--- config.mk ---
export PLATFORM = sky130hd
export DESIGN_NAME = vga_timing_gen
export DESIGN_NICKNAME = d
export VERILOG_FILES = /design/src/rtl/vga_pkg.sv /design/src/rtl/vga_delay_line.sv /design/src/rtl/vga_timing_gen.sv
export SDC_FILE = /design/constraint.sdc
export NUM_CORES = 1
export LEC_CHECK = 0
export BUFFER_PORTS_ARGS = -buffer_cell sky130_fd_sc_hd__buf_2
export CORE_ASPECT_RATIO = 0.7
export CORE_MARGIN = 1
export CORE_UTILIZATION = 45
export DETAILED_ROUTE_END_ITERATION = 6
export MAX_ROUTING_LAYER = met4
export PLACE_DENSITY = 0.67
export SYNTH_ARGS = -nofsm -noshare
export SYNTH_HDL_FRONTEND = slang
export SYNTH_HIERARCHICAL = 1
export SYNTH_SLANG_ARGS = --single-unit
--- constraint.sdc ---
create_clock -name clk -period 2.7 [get_ports clk]
set_input_delay 0.54 -clock clk [delete_from_list [all_inputs] [get_ports clk]]
set_output_delay 0.54 -clock clk [all_outputs]
set_load 0.02 [all_outputs]
--- src/rtl/vga_pkg.sv ---
// vga_pkg: shared 640x480@60 timing defaults, total derivation and delay-line bundle
// Contents: *_DEF timing constants, h_total/v_total helpers, vga_pix_t pipeline record
package vga_pkg;
    localparam int H_ACTIVE_DEF = 640;
    localparam int H_FP_DEF     = 16;
    localparam int H_SYNC_DEF   = 96;
    localparam int H_BP_DEF     = 48;
    localparam int V_ACTIVE_DEF = 480;
    localparam int V_FP_DEF     = 10;
    localparam int V_SYNC_DEF   = 2;
    localparam int V_BP_DEF     = 33;
    // vld marks entries that came from a real fetch, so pipeline fill slots never raise markers
    typedef struct packed {
        logic        vld;
        logic [15:0] x;
        logic [15:0] y;
        logic        en;
        logic        hs;
        logic        vs;
    } vga_pix_t;
    function automatic int h_total(input int act, input int fp, input int sync, input int bp);
        return act + fp + sync + bp;
    endfunction
    function automatic int v_total(input int act, input int fp, input int sync, input int bp);
        return act + fp + sync + bp;
    endfunction
endpackage

--- src/rtl/vga_delay_line.sv ---
// vga_delay_line: DEPTH-stage shift register of vga_pix_t, advancing only on ce_i
// Ports: clk, rst (sync active-low), ce_i shift enable, idle_i reset value,
//        din_i stage input, dout_o last stage, nxt_o value the last stage loads on the next shift
module vga_delay_line import vga_pkg::*; #(
    parameter int DEPTH = 2
) (
    input  logic     clk,
    input  logic     rst,
    input  logic     ce_i,
    input  vga_pix_t idle_i,
    input  vga_pix_t din_i,
    output vga_pix_t dout_o,
    output vga_pix_t nxt_o
);
    generate
        if (DEPTH == 0) begin : g_pass
            logic unused_ok;
            assign unused_ok = ^{clk, rst, ce_i, idle_i};
            assign dout_o    = din_i;
            assign nxt_o     = din_i;
        end else begin : g_shift
            vga_pix_t stg_q [DEPTH];
            always_ff @(posedge clk) begin
                if (!rst) begin
                    for (int i = 0; i < DEPTH; i++) stg_q[i] <= idle_i;
                end else if (ce_i) begin
                    stg_q[0] <= din_i;
                    for (int i = 1; i < DEPTH; i++) stg_q[i] <= stg_q[i-1];
                end
            end
            assign dout_o = stg_q[DEPTH-1];
            if (DEPTH == 1) begin : g_n1
                assign nxt_o = din_i;
            end else begin : g_nn
                assign nxt_o = stg_q[DEPTH-2];
            end
        end
    endgenerate
endmodule

--- src/rtl/vga_timing_gen.sv ---
// vga_timing_gen: parametrised VGA timing with pixel clock-enable, look-ahead fetch and frame markers
// Ports: clk, rst (sync active-low), pix_ce pixel tick; fetch_x/fetch_y/fetch_en look-ahead coordinate;
//        vga_x/vga_y/video_on/hs/vs display timing; line_start/frame_start one-clk markers; frame_cnt
module vga_timing_gen import vga_pkg::*; #(
    parameter int H_ACTIVE  = H_ACTIVE_DEF,
    parameter int H_FP      = H_FP_DEF,
    parameter int H_SYNC    = H_SYNC_DEF,
    parameter int H_BP      = H_BP_DEF,
    parameter int V_ACTIVE  = V_ACTIVE_DEF,
    parameter int V_FP      = V_FP_DEF,
    parameter int V_SYNC    = V_SYNC_DEF,
    parameter int V_BP      = V_BP_DEF,
    parameter int HS_POL    = 0,
    parameter int VS_POL    = 0,
    parameter int LOOKAHEAD = 2,
    parameter int XW        = 10,
    parameter int YW        = 10
) (
    input  logic          clk,
    input  logic          rst,
    input  logic          pix_ce,
    output logic [XW-1:0] fetch_x,
    output logic [YW-1:0] fetch_y,
    output logic          fetch_en,
    output logic [XW-1:0] vga_x,
    output logic [YW-1:0] vga_y,
    output logic          video_on,
    output logic          hs,
    output logic          vs,
    output logic          line_start,
    output logic          frame_start,
    output logic [15:0]   frame_cnt
);
    localparam int H_TOTAL = h_total(H_ACTIVE, H_FP, H_SYNC, H_BP);
    localparam int V_TOTAL = v_total(V_ACTIVE, V_FP, V_SYNC, V_BP);
    localparam logic [XW-1:0] H_ACT_W = XW'(H_ACTIVE);
    localparam logic [XW-1:0] HS_BEG  = XW'(H_ACTIVE + H_FP);
    localparam logic [XW-1:0] HS_END  = XW'(H_ACTIVE + H_FP + H_SYNC);
    localparam logic [XW-1:0] H_LAST  = XW'(H_TOTAL - 1);
    localparam logic [YW-1:0] V_ACT_W = YW'(V_ACTIVE);
    localparam logic [YW-1:0] VS_BEG  = YW'(V_ACTIVE + V_FP);
    localparam logic [YW-1:0] VS_END  = YW'(V_ACTIVE + V_FP + V_SYNC);
    localparam logic [YW-1:0] V_LAST  = YW'(V_TOTAL - 1);
    localparam logic HS_ON = 1'(HS_POL);
    localparam logic VS_ON = 1'(VS_POL);
    localparam vga_pix_t IDLE = '{vld: 1'b0, x: '0, y: '0, en: 1'b0, hs: ~HS_ON, vs: ~VS_ON};

    logic [XW-1:0] h_q, h_d;
    logic [YW-1:0] v_q, v_d;
    logic [15:0]   fc_q, fc_d;
    logic          h_last, v_last, ls_q, fs_q;
    vga_pix_t      f_q, f_d, disp, dl_nxt, nxt;

    always_comb begin
        h_last   = h_q == H_LAST;
        v_last   = v_q == V_LAST;
        h_d      = h_last ? '0 : h_q + 1'b1;
        v_d      = h_last ? (v_last ? '0 : v_q + 1'b1) : v_q;
        fc_d     = fc_q + 16'(h_last && v_last);
        f_d      = IDLE;
        f_d.vld  = 1'b1;
        f_d.x    = 16'(h_q);
        f_d.y    = 16'(v_q);
        f_d.en   = h_q < H_ACT_W && v_q < V_ACT_W;
        f_d.hs   = (h_q >= HS_BEG && h_q < HS_END) ? HS_ON : ~HS_ON;
        f_d.vs   = (v_q >= VS_BEG && v_q < VS_END) ? VS_ON : ~VS_ON;
        // markers are registered from the value the display stage is about to load
        nxt      = (LOOKAHEAD == 0) ? f_d : dl_nxt;
    end

    always_ff @(posedge clk) begin
        if (!rst) begin
            h_q  <= '0;
            v_q  <= '0;
            fc_q <= '0;
            f_q  <= IDLE;
            ls_q <= 1'b0;
            fs_q <= 1'b0;
        end else begin
            if (pix_ce) begin
                h_q  <= h_d;
                v_q  <= v_d;
                fc_q <= fc_d;
                f_q  <= f_d;
            end
            ls_q <= pix_ce && nxt.vld && nxt.x == '0;
            fs_q <= pix_ce && nxt.vld && nxt.x == '0 && nxt.y == '0;
        end
    end

    vga_delay_line #(.DEPTH(LOOKAHEAD)) u_dly (
        .clk    (clk),
        .rst    (rst),
        .ce_i   (pix_ce),
        .idle_i (IDLE),
        .din_i  (f_q),
        .dout_o (disp),
        .nxt_o  (dl_nxt)
    );

    logic unused_ok;
    assign unused_ok   = ^{disp, f_q, nxt};
    assign fetch_x     = XW'(f_q.x);
    assign fetch_y     = YW'(f_q.y);
    assign fetch_en    = f_q.en;
    assign vga_x       = XW'(disp.x);
    assign vga_y       = YW'(disp.y);
    assign video_on    = disp.en;
    assign hs          = disp.hs;
    assign vs          = disp.vs;
    assign line_start  = ls_q;
    assign frame_start = fs_q;
    assign frame_cnt   = fc_q;
endmodule

# After elaboration in Yosys (flattened, before gate mapping)
# Memory sizes are Yosys's and may differ from the RTL's.
# Index checks and enable logic that the tools add are counted.
[totals] ram_bits=72 inputBits=3 n_memories=1 wordCells=45 reg_bits=62
[memory_table] memory="u_dly.g_shift.stg_q" words=2 word_bits=36 read_ports=2 rd_clocked_by_memory_dff=0 write_ports=2 line_no="vga_delay_line.sv:22" text="vga_pix_t stg_q [DEPTH];"
[classes] n_eq_ne=2 mux=10 n_lt_le_gt_ge=6 reduce_logical=10 addsub=3 bitwise_logic=2
[ops] op="36-bit two-way mux" n=2
[ops] op="16-bit logical NOT" n=2
[ops] op="10-bit by 1-bit adder with 10-bit output, second input constant" n=2
[ops] op="10-bit == test, second input constant" n=2
[ops] op="10-bit < comparator, second input constant" n=2
[ops] op="10-bit by 9-bit < comparator with 1-bit output, second input constant" n=2
[ops] op="10-bit two-way mux" n=2
[ops] op="16-bit by 1-bit adder with 16-bit output" n=1
[ops] op="10-bit greater-or-equal comparator, second input constant" n=1
[ops] op="10-bit by 9-bit greater-or-equal comparator with 1-bit output, second input constant" n=1
[ops] op="1-bit logical AND" n=7
[ops] op="1-bit two-way mux" n=6
[ops] op="1-bit OR" n=2
[ops] op="2-bit AND reduction" n=1

# Longest topological paths before layout
# Gate-level depths: netlist of the first run.
[logic_depth] word_depth=4 mapped_depth=11 mapped_depth_nobuf=11

# Cells and area by module
# The synthesis of the first run kept the hierarchy.
[by_module_without_submodules] mod="vga_delay_line" cells_per_inst=153 n_inst=1 seq_area_each_um2=2162.1 area_per_inst_um2=3110.5
[by_module_without_submodules] mod="vga_timing_gen" cells_per_inst=324 n_inst=1 seq_area_each_um2=1241.2 area_per_inst_um2=2970.3

# Least setup slack after synthesis of the first run
# No wires, ideal clock.
[synth_path] path_type="reg2reg" startpoint="register h_q[5]" endpoint="register fc_q[14] (netlist: frame_cnt[14])" stages_incl_launch_ff=12 setup_time_ns=0.115 t_required_ns=2.585 t_arrival_ns=2.602 synth_period_minus_slack_ns=2.717 path_slack_ns=-0.017 path_cell_list="dfxtp_1 > buf_6 > or4b_1 > buf_2 > or3_1 > nor2_1 > ha_1 > ha_1 > nand4_1 > nor4_1 > xor2_1 > and2_1"
[synth_between] elab_chain_len=3
[synth_lines] item="from (decl)" line_no="vga_timing_gen.sv:48" text="logic [XW-1:0] h_q, h_d;"
[synth_lines] item="from (signal assigned)" line_no="vga_timing_gen.sv:73" text="h_q <= '0;"
[synth_lines] item="from (signal assigned)" line_no="vga_timing_gen.sv:81" text="h_q <= h_d;"
[synth_lines] item="10-bit == test" line_no="vga_timing_gen.sv:55" text="h_last = h_q == H_LAST;"
[synth_lines] item="1-bit logical AND" line_no="vga_timing_gen.sv:59" text="fc_d = fc_q + 16'(h_last && v_last);"
[synth_lines] item="16-bit by 1-bit adder with 16-bit output" line_no="vga_timing_gen.sv:59"
[synth_lines] item="to (signal assigned)" line_no="vga_timing_gen.sv:75" text="fc_q <= '0;"
[synth_lines] item="to (signal assigned)" line_no="vga_timing_gen.sv:83" text="fc_q <= fc_d;"
[synth_lines] item="to (decl)" line_no="vga_timing_gen.sv:50" text="logic [15:0] fc_q, fc_d;"
# Every way passes these cells.
# A chain may end at the register's enable or synchronous reset.

# Worst setup path in the final report of the first run
# Same ends and word-level chain as after synthesis.

==> results.txt, run 1 <==
The run finished with clean final reports. The setup-violating endpoint count in the final report came out at 0. The data arrival time of the worst path came out at 3.00 ns. The floorplan step set the die width to 135 um. The final-report max-slew violation count came out at 0. The cell with the largest stage delay on the worst path is sky130_fd_sc_hd__or4b_4. The count of boundary I/O pins came out at 65. Headroom to the max-slew limit came out at 0.626. The combined global-route utilization of all metal layers came out at 0.181. The final clock skew is 0.00874 ns.

The hold path depth came out at 1. The Yosys warning count came out at 6. Timing would allow up to 371 MHz. Total power for the finished layout comes to 4680 uW. The initial standard-cell utilization of the core came out at 0.468. The data required time of the worst path is 3.00 ns. The area added between synthesis and finish is 23.4%. The area of the die is 12800 um^2. The number of fill cells came out at 991.

The total wire length is 10.3 mm. After detailed routing, the number of vias per cell comes to 4.79. The cell row count is 33.

The number of H-tree levels is 4. The residual antenna-violating net count after detailed routing is 0. Traced cell by cell, the critical path runs through or4b_4 > or3_4 > nor2_2 > ha_2 > ha_4 > nand4_1 > buf_4 > nor4_4 > xor2_1 > and2_1. Buffers inserted during clock tree synthesis total 17. The analysis attributes to net switching a power of 986 uW.

The die is 94.9 um tall. The clock drives 121 sinks. The repair_antennas step left the layout with diodes totalling 0. The wire length of the first global-routing pass came out at 17.1 mm. The final HPWL from detailed placement came out at 6.92 mm.

The number of optimization iterations in the first detailed-route pass is 4. The clock period minus worst slack is 2.70 ns. The number of nets in the finished design is 590. The post-synth design cell area is 5540 um^2. The flop-to-flop setup slack is 0.004 ns. The largest fanout on the critical path is 5. The relative contribution of combinational cells to total power came out at 0.061. The clock network power share came out at 0.497. The path class of the tightest hold or removal check is reg -> reg. The critical path is of the reg -> reg type. The number of cells traversed by the worst register-to-register path is 10. The ratio of total power to cell area is 684 nW/um^2.

The number of design-rule violations left by the first detailed-router iteration is 188. The cell internal power dissipation is 3700 uW. The worst setup path is captured at a flip-flop.

In this run the deepest clock path goes through 2 buffers. The ratio of cells with drive above 1 in the final layout came out at 0.315. On the worst path, the slowest cell contributes a delay of 0.53 ns. The routed length per placed instance came out at 13.7 um. The static leakage is 0.00282 uW.

The number of global-route vias before repair came to 3535. The overflow left after global routing is 0. The count of mapped cells out of synthesis came out at 451.

STA classifies the critical path startpoint as a flip-flop. In this run the critical register-to-register path is captured at frame_cnt[14]. The total DRC errors in the routed layout is 0. The CTS root buffer is sky130_fd_sc_hd__clkbuf_16. In this run the worst setup path terminates at frame_cnt[14]. Of the total power, registers draw 0.443. The vias after detailed routing came out at 3598. The count of input and output buffers came out at 64. At the end of routability-driven placement, the weighted congestion stood at 0.823. The placeable core region is 11900 um^2.

The switching power share of the total came out at 0.211. Registers take 3010 um^2. The initial antenna violation count is 0. In the final layout, the multi-input gates occupy 2500 um^2. In this run the mean area of a mapped cell was 12.3 um^2.

The worst hold slack after final layout is 0.431 ns. The number of violations of the max-capacitance limit came out at 0. The transition time of the tightest slew-check pin came out at 0.559 ns. The pin count of the biggest net entering global routing is 33. The CTS tree is built. The critical path starts at h_q[5]. The latest clock arrival within the worst-skew pair is 0.41 ns.

The register clock-pin slew on the reported worst setup and hold paths came out at 0.06 ns. In the finished design, the share of the clock period the worst path needs comes to 0.999. In this run the critical register-to-register path is launched from h_q[5].

The end-of-flow core utilization is 0.577. The number of hold buffers added after CTS was 0. The number of failing hold endpoints at the final stage is 0. IR analysis of the VDD net gives a maximum drop of 458 uV.
state kept, by name, summed over array words and instances, names as in the netlist:
signal and count:
f_q 3, fetch_en 1, fetch_x 10, fetch_y 10
frame_cnt 16, frame_start 1, h_q 10, line_start 1
u_dly/g_shift.stg_q 59, v_q 10
critical path, delay by kind of cell, from the launching register on:
| kind | cells | cell delay (ns) |
|---|---|---|
| AND/OR/NAND/NOR | 6 | 1.59 |
| buffers and inverters | 1 | 0.24 |
| adder cells (fa/ha/maj) | 2 | 0.35 |
| flip-flops | 1 | 0.31 |
| XOR/XNOR | 1 | 0.09 |
layer usage:
metal  vias up  share of wire  global-route usage  wire length, um
met5         -              0                   -                0
met4         0         0.0082              0.0758               84
met3         8          0.046              0.0483              474
met2        79           0.47               0.279             4790
li1       1819              -                   -                -
met1      1692           0.48               0.225             4940
timing repair:
action | CTS | global route
buffers inserted | 0 | 5
gates resized for setup | 0 | 11
setup endpoints to repair | 0 | 8
power groups by stage:
stage                     registers [uW]  logic [uW]  clock network (uW)
final                               2070         284                2320
after global routing                2080         312                2450
after CTS                           2070         283                2370
after detailed placement            2110         281                   0
after global placement              2110         279                   0
after floorplan                     2150         174                   0
placed cells by master, fill, tap and decap left out, types with 17 or more instances in the layout:
| cell | instances |
|---|---|
| sky130_fd_sc_hd__mux2_2 | 53 |
| sky130_fd_sc_hd__clkbuf_16 | 17 |
| sky130_fd_sc_hd__edfxtp_1 | 59 |
| sky130_fd_sc_hd__buf_4 | 21 |
| sky130_fd_sc_hd__nor2b_1 | 22 |
| sky130_fd_sc_hd__dfxtp_1 | 62 |
| sky130_fd_sc_hd__buf_2 | 64 |
| sky130_fd_sc_hd__conb_1 | 71 |
| sky130_fd_sc_hd__mux2i_1 | 22 |
| sky130_fd_sc_hd__nand2_1 | 17 |
per-stage QoR:
stage | instance area, um^2 | std cells | setup slack (ns) | TNS, ns
floorplan | 5810 | 520 | 0.0138 | 0
global placement | 6140 | 714 | 0.103 | 0
detailed placement | 6140 | 714 | 0.0562 | 0
CTS | 6750 | 746 | 0.0420 | 0
global route | 6840 | 751 | -0.0917 | -0.143
finish | 6840 | 751 | 0.00362 | 0
cell type report:
class | instances | share of cell area
Inverter | 7 | 0.00384
Timing Repair Buffer | 86 | 0.0728
Sequential cell | 121 | 0.440
Tap cell | 157 | 0.0287
Clock buffer | 18 | 0.0627
Multi-Input combinational cell | 348 | 0.365
Clock inverter | 14 | 0.0262
worst min path at each step:
| stage | startpoint | end | slack, ns |
|---|---|---|---|
| 2_1_floorplan | u_dly/g_shift.stg_q[0][31] | line_start | 0.40 |
| 3_3_place_gp | u_dly/g_shift.stg_q[0][33] | line_start | 0.43 |
| 3_5_place_dp | u_dly/g_shift.stg_q[0][31] | line_start | 0.44 |
| 4_1_cts | u_dly/g_shift.stg_q[0][31] | line_start | 0.44 |
| 5_1_grt | u_dly/g_shift.stg_q[0][33] | line_start | 0.46 |
| 6_report | u_dly/g_shift.stg_q[0][31] | line_start | 0.43 |
(Power assumes the default switching activity.)
==> run 2: changes to the inputs <==
- BUFFER_PORTS_ARGS: -buffer_cell sky130_fd_sc_hd__buf_2 -> default
- DONT_BUFFER_PORTS: default -> 1
- PLACE_DENSITY: 0.67 -> 0.63
==> results.txt, run 2 (synthesized netlist as in run 1, its figures left out) <==
The run finished with clean final reports. The area of the die is 12800 um^2 (unchanged). The number of non-filler instances in the completed layout is 676 (-10%).

The worst path setup slack after routing is 0.134 ns (+0.130 ns). The critical path start-end classification is reg -> reg. The number of violations of the max-capacitance limit came out at 0 (unchanged). The number of global-route vias before repair is 3216 (-9.0%). In this run the worst hold path is classified as in -> reg.

The capture point of the worst reg-to-reg path is frame_cnt[12]. The wire length of the first global-routing pass is 16.2 mm (-5.1%). The largest fanout on the critical path came to 5 (unchanged). The total DRC errors in the routed layout was 0 (unchanged). The count of boundary I/O pins is 65 (unchanged). The final-report max-slew violation count is 0 (unchanged). The part of the cycle the worst path needs came out at 0.950 (-0.0482). The worst max-slew margin expressed relative to the limit is 0.461 (-0.166). The switching component of the power came out at 975 uW (-1.1%). In this run the critical register-to-register path is launched from h_q[5]. The final clock skew was 0.0102 ns (+0.00148 ns). The setup-violating endpoint count in the final report came out at 0 (unchanged).

The CTS buffer count is 17 (unchanged). The cell with the largest stage delay on the worst path is sky130_fd_sc_hd__or4b_4. The origin of the worst min-delay path is rst.

The latest clock arrival within the worst-skew pair was 0.41 ns (about the same). The ratio of total power to cell area was 700 nW/um^2 (+2.3%). The initial antenna violation count is 0 (unchanged).

The register clock-pin slew on the reported worst setup and hold paths came out at 0.06 ns (about the same). The vias after detailed routing is 3365 (-6.5%). The sequential cell area is 3010 um^2 (unchanged). The count of input and output buffers is 0 (-100%). The overall power of the completed layout is 4470 uW (-4.6%). The combined global-route utilization of all metal layers was 0.175 (-0.00586). The instance area at placement is 5770 um^2 (-6.1%).

The top achievable clock speed came out at 390 MHz (+5.1%). The worst stage delay on the critical path came out at 0.53 ns (about the same). The die boundary height came to 94.9 um (unchanged).

The number of optimization iterations in the first detailed-route pass is 4 (unchanged). The pre-CTS worst setup slack came to -0.0346 ns (-0.0907 ns). TritonCTS built the clock tree.

The clock network power share is 0.485 (-0.012). The largest register by flop count is u_dly/g_shift.stg_q. The data arrival time of the worst path is 2.87 ns (-0.13 ns). The static leakage is 0.00241 uW (-14%). The ratio of cells with drive above 1 in the final layout is 0.216 (-0.0990). The total wire length is 9.92 mm (-3.6%).

The number of H-tree levels came out at 4 (unchanged). The type of destination of the critical path is a flip-flop. The area occupied by multi-input gates came out at 2470 um^2 (-1.0%). The residual antenna-violating net count after detailed routing is 0 (unchanged). CTS placed an instance of sky130_fd_sc_hd__clkbuf_16 at the clock tree root. The share of power burned in registers came out at 0.476 (+0.033). The flip-flop count of the largest register after layout came out at 59 (unchanged). The maximum buffer depth of the clock tree is 2 (unchanged). Setup repair after global routing could not meet its margin everywhere.

The overflow left after global routing is 0 (unchanged). The number of failing hold endpoints at the final stage is 0 (unchanged). The number of design-rule violations left by the first detailed-router iteration came out at 161 (-14%). The cell row count is 33 (unchanged). The critical path goes through or4b_4 > or3_4 > nor2_2 > ha_2 > ha_1 > nand4_1 > nor3_1 > xor2_1 > and2_1. The switching power share of the total came out at 0.218 (+0.00777). In the layout the commonest cells are sky130_fd_sc_hd__conb_1, sky130_fd_sc_hd__dfxtp_1, sky130_fd_sc_hd__edfxtp_1, sky130_fd_sc_hd__mux2_2. The met1 capacity usage during global routing is 0.220 (-0.00497). The cell internal power dissipation came out at 3490 uW (-5.5%).

The number of sinks handled by clock tree synthesis came to 121 (unchanged). The number of cells traversed by the worst register-to-register path came to 9 (-1). The initial standard-cell utilization of the core is 0.468 (unchanged). The hold path depth is 1 (unchanged). The placeable core region is 11900 um^2 (unchanged). The number of inserted diodes is 0 (unchanged). The met2 track utilization from global routing is 0.252 (-0.0271). The met3 track demand over resource is 0.0671 (+0.0188). The peak ir drop on the vdd network is 448 uV (-2.4%). The routed length per placed instance is 14.7 um (+7.1%). The final HPWL from detailed placement came out at 6.48 mm (-6.4%). The transition time of the tightest slew-check pin is 0.809 ns (+0.251 ns).

The area added between synthesis and finish is 15.1%. The startpoint type of the worst setup path is a flip-flop. The clock period minus worst slack came out at 2.57 ns (-0.130 ns).

The horizontal die dimension is 135 um (unchanged). The flop-to-flop setup slack came out at 0.13 ns (+0.13 ns). The pin count of the biggest net entering global routing is 60 (+82%).

The routability congestion estimate from global placement came out at 0.851 (+3.5%). The total placed cells including tap cells is 643 (-9.9%). The design area came to 6380 um^2 (-6.7%). The average vias per placed instance was 4.98 (+3.9%). For hold timing, the worst endpoint is f_q[1].

The relative contribution of combinational cells to total power is 0.038 (-0.023). The data required time of the worst path is 3.00 ns (about the same). The number of nets in the finished design came out at 515 (-13%). The highest-utilization routing layer at the global route stage is met2. The library cell used most frequently in the layout, excluding fill and tap cells, is sky130_fd_sc_hd__conb_1.

The number of fill cells was 995 (+0.40%).
==> run 2: worst max-delay path, delay by kind of cell (launching register included) <==
family                   cells  cell delay, ns
XOR/XNOR                     1            0.09
flip-flops                   1            0.31
AND/OR/NAND/NOR              6            1.68
adder cells (fa/ha/maj)      2            0.38
==> run 2: worst max-delay path by stage <==
stage	from	slack, ns	endpoint	depth (start not counted)
2_1_floorplan	h_q[5]	0.01	frame_cnt[14]	11
3_3_place_gp	h_q[5]	0.12	frame_cnt[14]	9
3_5_place_dp	h_q[5]	-0.03	frame_cnt[9]	8
4_1_cts	h_q[5]	0.009	frame_cnt[14]	9
5_1_grt	h_q[5]	-0.03	frame_cnt[8]	8
6_report	h_q[5]	0.13	frame_cnt[12]	9
==> run 2: what timing repair did <==
action | CTS | global route
endpoints found under the setup margin | 1 | 11
hold buffers | 0 | 0
gates resized for setup | 1 | 6
endpoints found under the hold margin | 0 | 0
setup buffers | 0 | 1
pin swaps | 1 | 3
==> run 2: metal layers <==
layer,vias up,share of wire
li1,1662,-
met3,4,0.043
met1,1628,0.49
met2,71,0.47
met5,-,0
met4,0,0.0034
==> run 2: final cells by class <==
class | count | share of cell area
Tap cell | 157 | 0.0308
Clock inverter | 15 | 0.0237
Sequential cell | 121 | 0.472
Clock buffer | 17 | 0.0667
Timing Repair Buffer | 11 | 0.0149
Multi-Input combinational cell | 348 | 0.388
Inverter | 7 | 0.00412
==> run 2: stage by stage <==
| step | utilization | hold slack [ns] | setup TNS (ns) |
|---|---|---|---|
| 2_1_floorplan | - | 0.397 | 0 |
| 3_3_place_gp | 0.487 | 0.434 | 0 |
| 3_5_place_dp | 0.487 | 0.442 | -0.0346 |
| 4_1_cts | 0.536 | 0.182 | 0 |
| 5_1_grt | 0.538 | 0.184 | -0.0514 |
| 6_report | 0.538 | 0.207 | 0 |
==> run 2: power groups by stage <==
stage	logic (uW)	clock network [uW]	registers (uW)
global route	190	2310	2140
CTS	169	2220	2130
finish	171	2170	2130
global placement	164	0	2160
floorplan	174	0	2150
detailed placement	167	0	2170
==> run 3: changes to the inputs <==
- CORE_UTILIZATION: 45 -> 57
- MAX_ROUTING_LAYER: met4 -> default
- PLACE_DENSITY: 0.63 -> 0.76
- SYNTH_HIERARCHICAL: 1 -> default
==> results.txt, run 3 <==
The part of the cycle the worst path needs was 0.965 (+0.0142). The number of hold buffers added after CTS is 0 (unchanged). The mean instance size in the synthesized netlist came out at 11.0 um^2 (-10%).

The overflow left after global routing is 0 (unchanged). The routed length per placed instance is 16.7 um (+14%). For this run, the register share of the synthesized area comes to 0.559. In the post-synthesis netlist, the cell with the most instances is sky130_fd_sc_hd__dfxtp_1. The static leakage came to 0.00202 uW (-16%). The ratio of cells with drive above 1 in the final layout came out at 0.106 (-0.110). The initial standard-cell utilization of the core came out at 0.595 (+0.127). The pin count of the biggest net entering global routing was 97 (+62%). For hold timing, the worst endpoint is f_q[0].

The count of input and output buffers came out at 0 (unchanged). The Yosys warning count came to 0 (-6). The average vias per placed instance is 5.75 (+16%). The residual antenna-violating net count after detailed routing came out at 0 (unchanged). The data required time of the worst path is 2.98 ns (-0.02 ns). The register bit total from synthesis is 109. The die boundary height is 78.3 um (-17%).

Sorting the synthesized cells by area gives the leading types as sky130_fd_sc_hd__edfxtp_1, sky130_fd_sc_hd__dfxtp_1, sky130_fd_sc_hd__and3_1. The synthesized net count is 439. The count of boundary I/O pins was 65 (unchanged). The final HPWL from detailed placement is 5.75 mm (-11%). The peak ir drop on the vdd network came to 409 uV (-8.6%). The number of failing hold endpoints at the final stage was 0 (unchanged). The latest clock arrival within the worst-skew pair is 0.34 ns (-0.07 ns). The register clock-pin slew on the reported worst setup and hold paths came out at 0.07 ns (about the same). The maximum buffer depth of the clock tree came out at 2 (unchanged). The async set or reset register ratio after synthesis came out at 0. The final clock skew is 0.00613 ns (-0.00409 ns). The number of nets in the finished design is 420 (-18%). The initial antenna violation count came out at 0 (unchanged). The area of the die came out at 8690 um^2 (-32%). The post-synth design cell area is 4740 um^2 (-14%).

The switching power share of the total came out at 0.220 (+0.00144). The placeable core region came to 7970 um^2 (-33%). The flow ran to the end, but the final reports show violations. The worst path setup slack after routing came to 0.0956 ns (-0.0383 ns). The number of enable flip-flop cells after synthesis is 47. The top cell types in the final layout, fill and taps aside, are sky130_fd_sc_hd__dfxtp_1, sky130_fd_sc_hd__and3_1, sky130_fd_sc_hd__edfxtp_1, sky130_fd_sc_hd__nor2b_1, sky130_fd_sc_hd__mux2i_1. The library cell used most frequently in the layout, excluding fill and tap cells, is sky130_fd_sc_hd__dfxtp_1. The worst hold path belongs to the class in -> reg. The startpoint type of the worst setup path is a flip-flop.

The flip-flop count of the largest register after layout is 47 (-20%). The worst setup path is captured at a flip-flop. The count of mapped cells out of synthesis came to 430 (-4.7%). The checks that failed: DRC. The largest fanout on the critical path is 3 (-2). The flip-flop cell with the highest count after synthesis is sky130_fd_sc_hd__dfxtp_1.

The critical path start-end classification is reg -> reg. The transition time of the tightest slew-check pin was 0.628 ns (-0.181 ns). The total DRC errors in the routed layout was 12 (+12). The number of sinks handled by clock tree synthesis is 109 (-9.9%). The switching component of the power came out at 688 uW (-29%). The largest total area in the synthesized netlist belongs to sky130_fd_sc_hd__edfxtp_1. The endpoint identified for the worst register-to-register timing path is frame_cnt[14].

TritonCTS built the clock tree. The cell internal power dissipation is 2440 uW (-30%). The clock network power share came out at 0.403 (-0.082). The combined global-route utilization of all metal layers is 0.209 (+0.0341).

Setup repair after global routing left no endpoint under its margin. The worst max-slew margin expressed relative to the limit is 0.581 (+0.121). The number of inserted diodes came out at 0 (unchanged). The hold path depth came out at 1 (unchanged). The flop-to-flop setup slack came out at 0.1 ns (-0.04 ns).

The setup-violating endpoint count in the final report came out at 0 (unchanged). The cell row count came out at 27 (-18%). The vias after detailed routing came out at 2973 (-12%). The ratio of total power to cell area was 616 nW/um^2 (-12%).

The number of H-tree levels is 3 (-1). The CTS buffer count was 9 (-8). The wire length of the first global-routing pass is 14.0 mm (-13%). The number of violations of the max-capacitance limit came out at 0 (unchanged). The total wire length is 8.62 mm (-13%).

The clock period minus worst slack was 2.60 ns (+0.0383 ns). The commonest cells after synthesis are sky130_fd_sc_hd__dfxtp_1, sky130_fd_sc_hd__and3_1, sky130_fd_sc_hd__edfxtp_1, sky130_fd_sc_hd__nor2b_1. The number of global-route vias before repair came out at 2777 (-14%). The pre-CTS worst setup slack came out at 0.0161 ns (+0.0507 ns).

The count of unique library cells instantiated by Yosys came out at 44. Ranked by flip-flop count, first place goes to u_dly.g_shift.stg_q. The number of design-rule violations left by the first detailed-router iteration came out at 246 (+53%). The CTS root buffer is sky130_fd_sc_hd__clkbuf_16. The top achievable clock speed came to 384 MHz (-1.5%).

The relative contribution of combinational cells to total power is 0.020 (-0.018). In this run the most critical hold path is launched from rst. The horizontal die dimension came out at 111 um (-18%). The routability congestion estimate from global placement is 0.823 (-3.3%). The share of power burned in registers is 0.576 (+0.100). The area added between synthesis and finish came out at 7.20%. The number of fill cells came out at 616 (-38%). The final-report max-slew violation count came to 0 (unchanged).

The data arrival time of the worst path came out at 2.88 ns (about the same). The number of cells traversed by the worst register-to-register path came to 8 (-1). The startpoint identified for the worst register-to-register timing path is v_q[5]. The fraction of synthesized cell area taken by the top area cell type came out at 0.298. The number of optimization iterations in the first detailed-route pass is 7 (+3). The setup TNS is 0 ns (unchanged).
-- run 3: logic make-up after synthesis --
group | Yosys count | synth area share
simple gates | 194 | 0.242
flops | 109 | 0.559
buf+inv | 52 | 0.0586
compound gates | 25 | 0.0372
mux | 23 | 0.0485
xor+xnor | 21 | 0.0388
fa+ha+maj | 6 | 0.0158
-- run 3: worst max path at each step --
stage	slack, ns	from	cells past startpoint	endpoint
after detailed placement	0.02	v_q[5]	9	frame_cnt[15]
after CTS	0.004	v_q[5]	8	frame_cnt[14]
after global routing	0.02	v_q[5]	8	frame_cnt[14]
after floorplan	0.02	pix_ce	3	u_dly.g_shift.stg_q[0][0]
after global placement	0.06	v_q[5]	9	frame_cnt[15]
final	0.1	v_q[5]	8	frame_cnt[14]
-- run 3: cell type report --
| cell class | instances | area [um^2] | area share |
|---|---|---|---|
| clock buffers | 9 | 225 | 0.0443 |
| clock inverters | 7 | 63.8 | 0.0126 |
| inverters | 4 | 15.0 | 0.00295 |
| multi-input cells | 269 | 1870 | 0.367 |
| flip-flops and latches | 109 | 2650 | 0.522 |
| well taps | 101 | 126 | 0.0249 |
| repair buffers | 18 | 135 | 0.0266 |
-- run 3: metrics by stage --
step	area [um^2]	hold slack (ns)	utilization	instances	power (uW)
after floorplan	4770	0.420	-	430	1920
after global placement	4750	0.428	0.596	499	1900
after global routing	5080	0.322	0.638	517	3240
final	5080	0.300	0.638	517	3130
after CTS	5050	0.276	0.634	515	3150
after detailed placement	4750	0.453	0.596	499	1910
-- run 3: worst max-delay path: stages (launching register included) --
cell,delay (ns)
sky130_fd_sc_hd__dfxtp_1,0.32
sky130_fd_sc_hd__or4_4,0.53
sky130_fd_sc_hd__or4_4,0.51
sky130_fd_sc_hd__nor2_4,0.13
sky130_fd_sc_hd__ha_4,0.16
sky130_fd_sc_hd__ha_4,0.15
sky130_fd_sc_hd__nand3_4,0.06
sky130_fd_sc_hd__or4_1,0.50
sky130_fd_sc_hd__a21boi_1,0.15
-- run 3: repair_timing --
action                                 CTS  global route
endpoints found under the hold margin    0             0
setup endpoints to repair                2             2
gates resized for setup                  3             3
cloned                                   0             0
buffers inserted                         0             2
pin swaps                                0             1
-- run 3: metal layers --
metal	track usage	share of wire	up-vias
li1	-	-	1469
met1	0.282	0.48	1420
met2	0.314	0.45	74
met3	0.0718	0.062	10
met4	0.0743	0.0099	0
met5	0	0	-
-- run 3: power by group through the flow --
stage	clock network, uW	registers [uW]	logic, uW
floorplan	0	1840	83.8
global placement	0	1840	63.7
detailed placement	0	1840	65.3
CTS	1280	1800	65.4
global route	1360	1810	70.9
finish	1260	1800	64.2
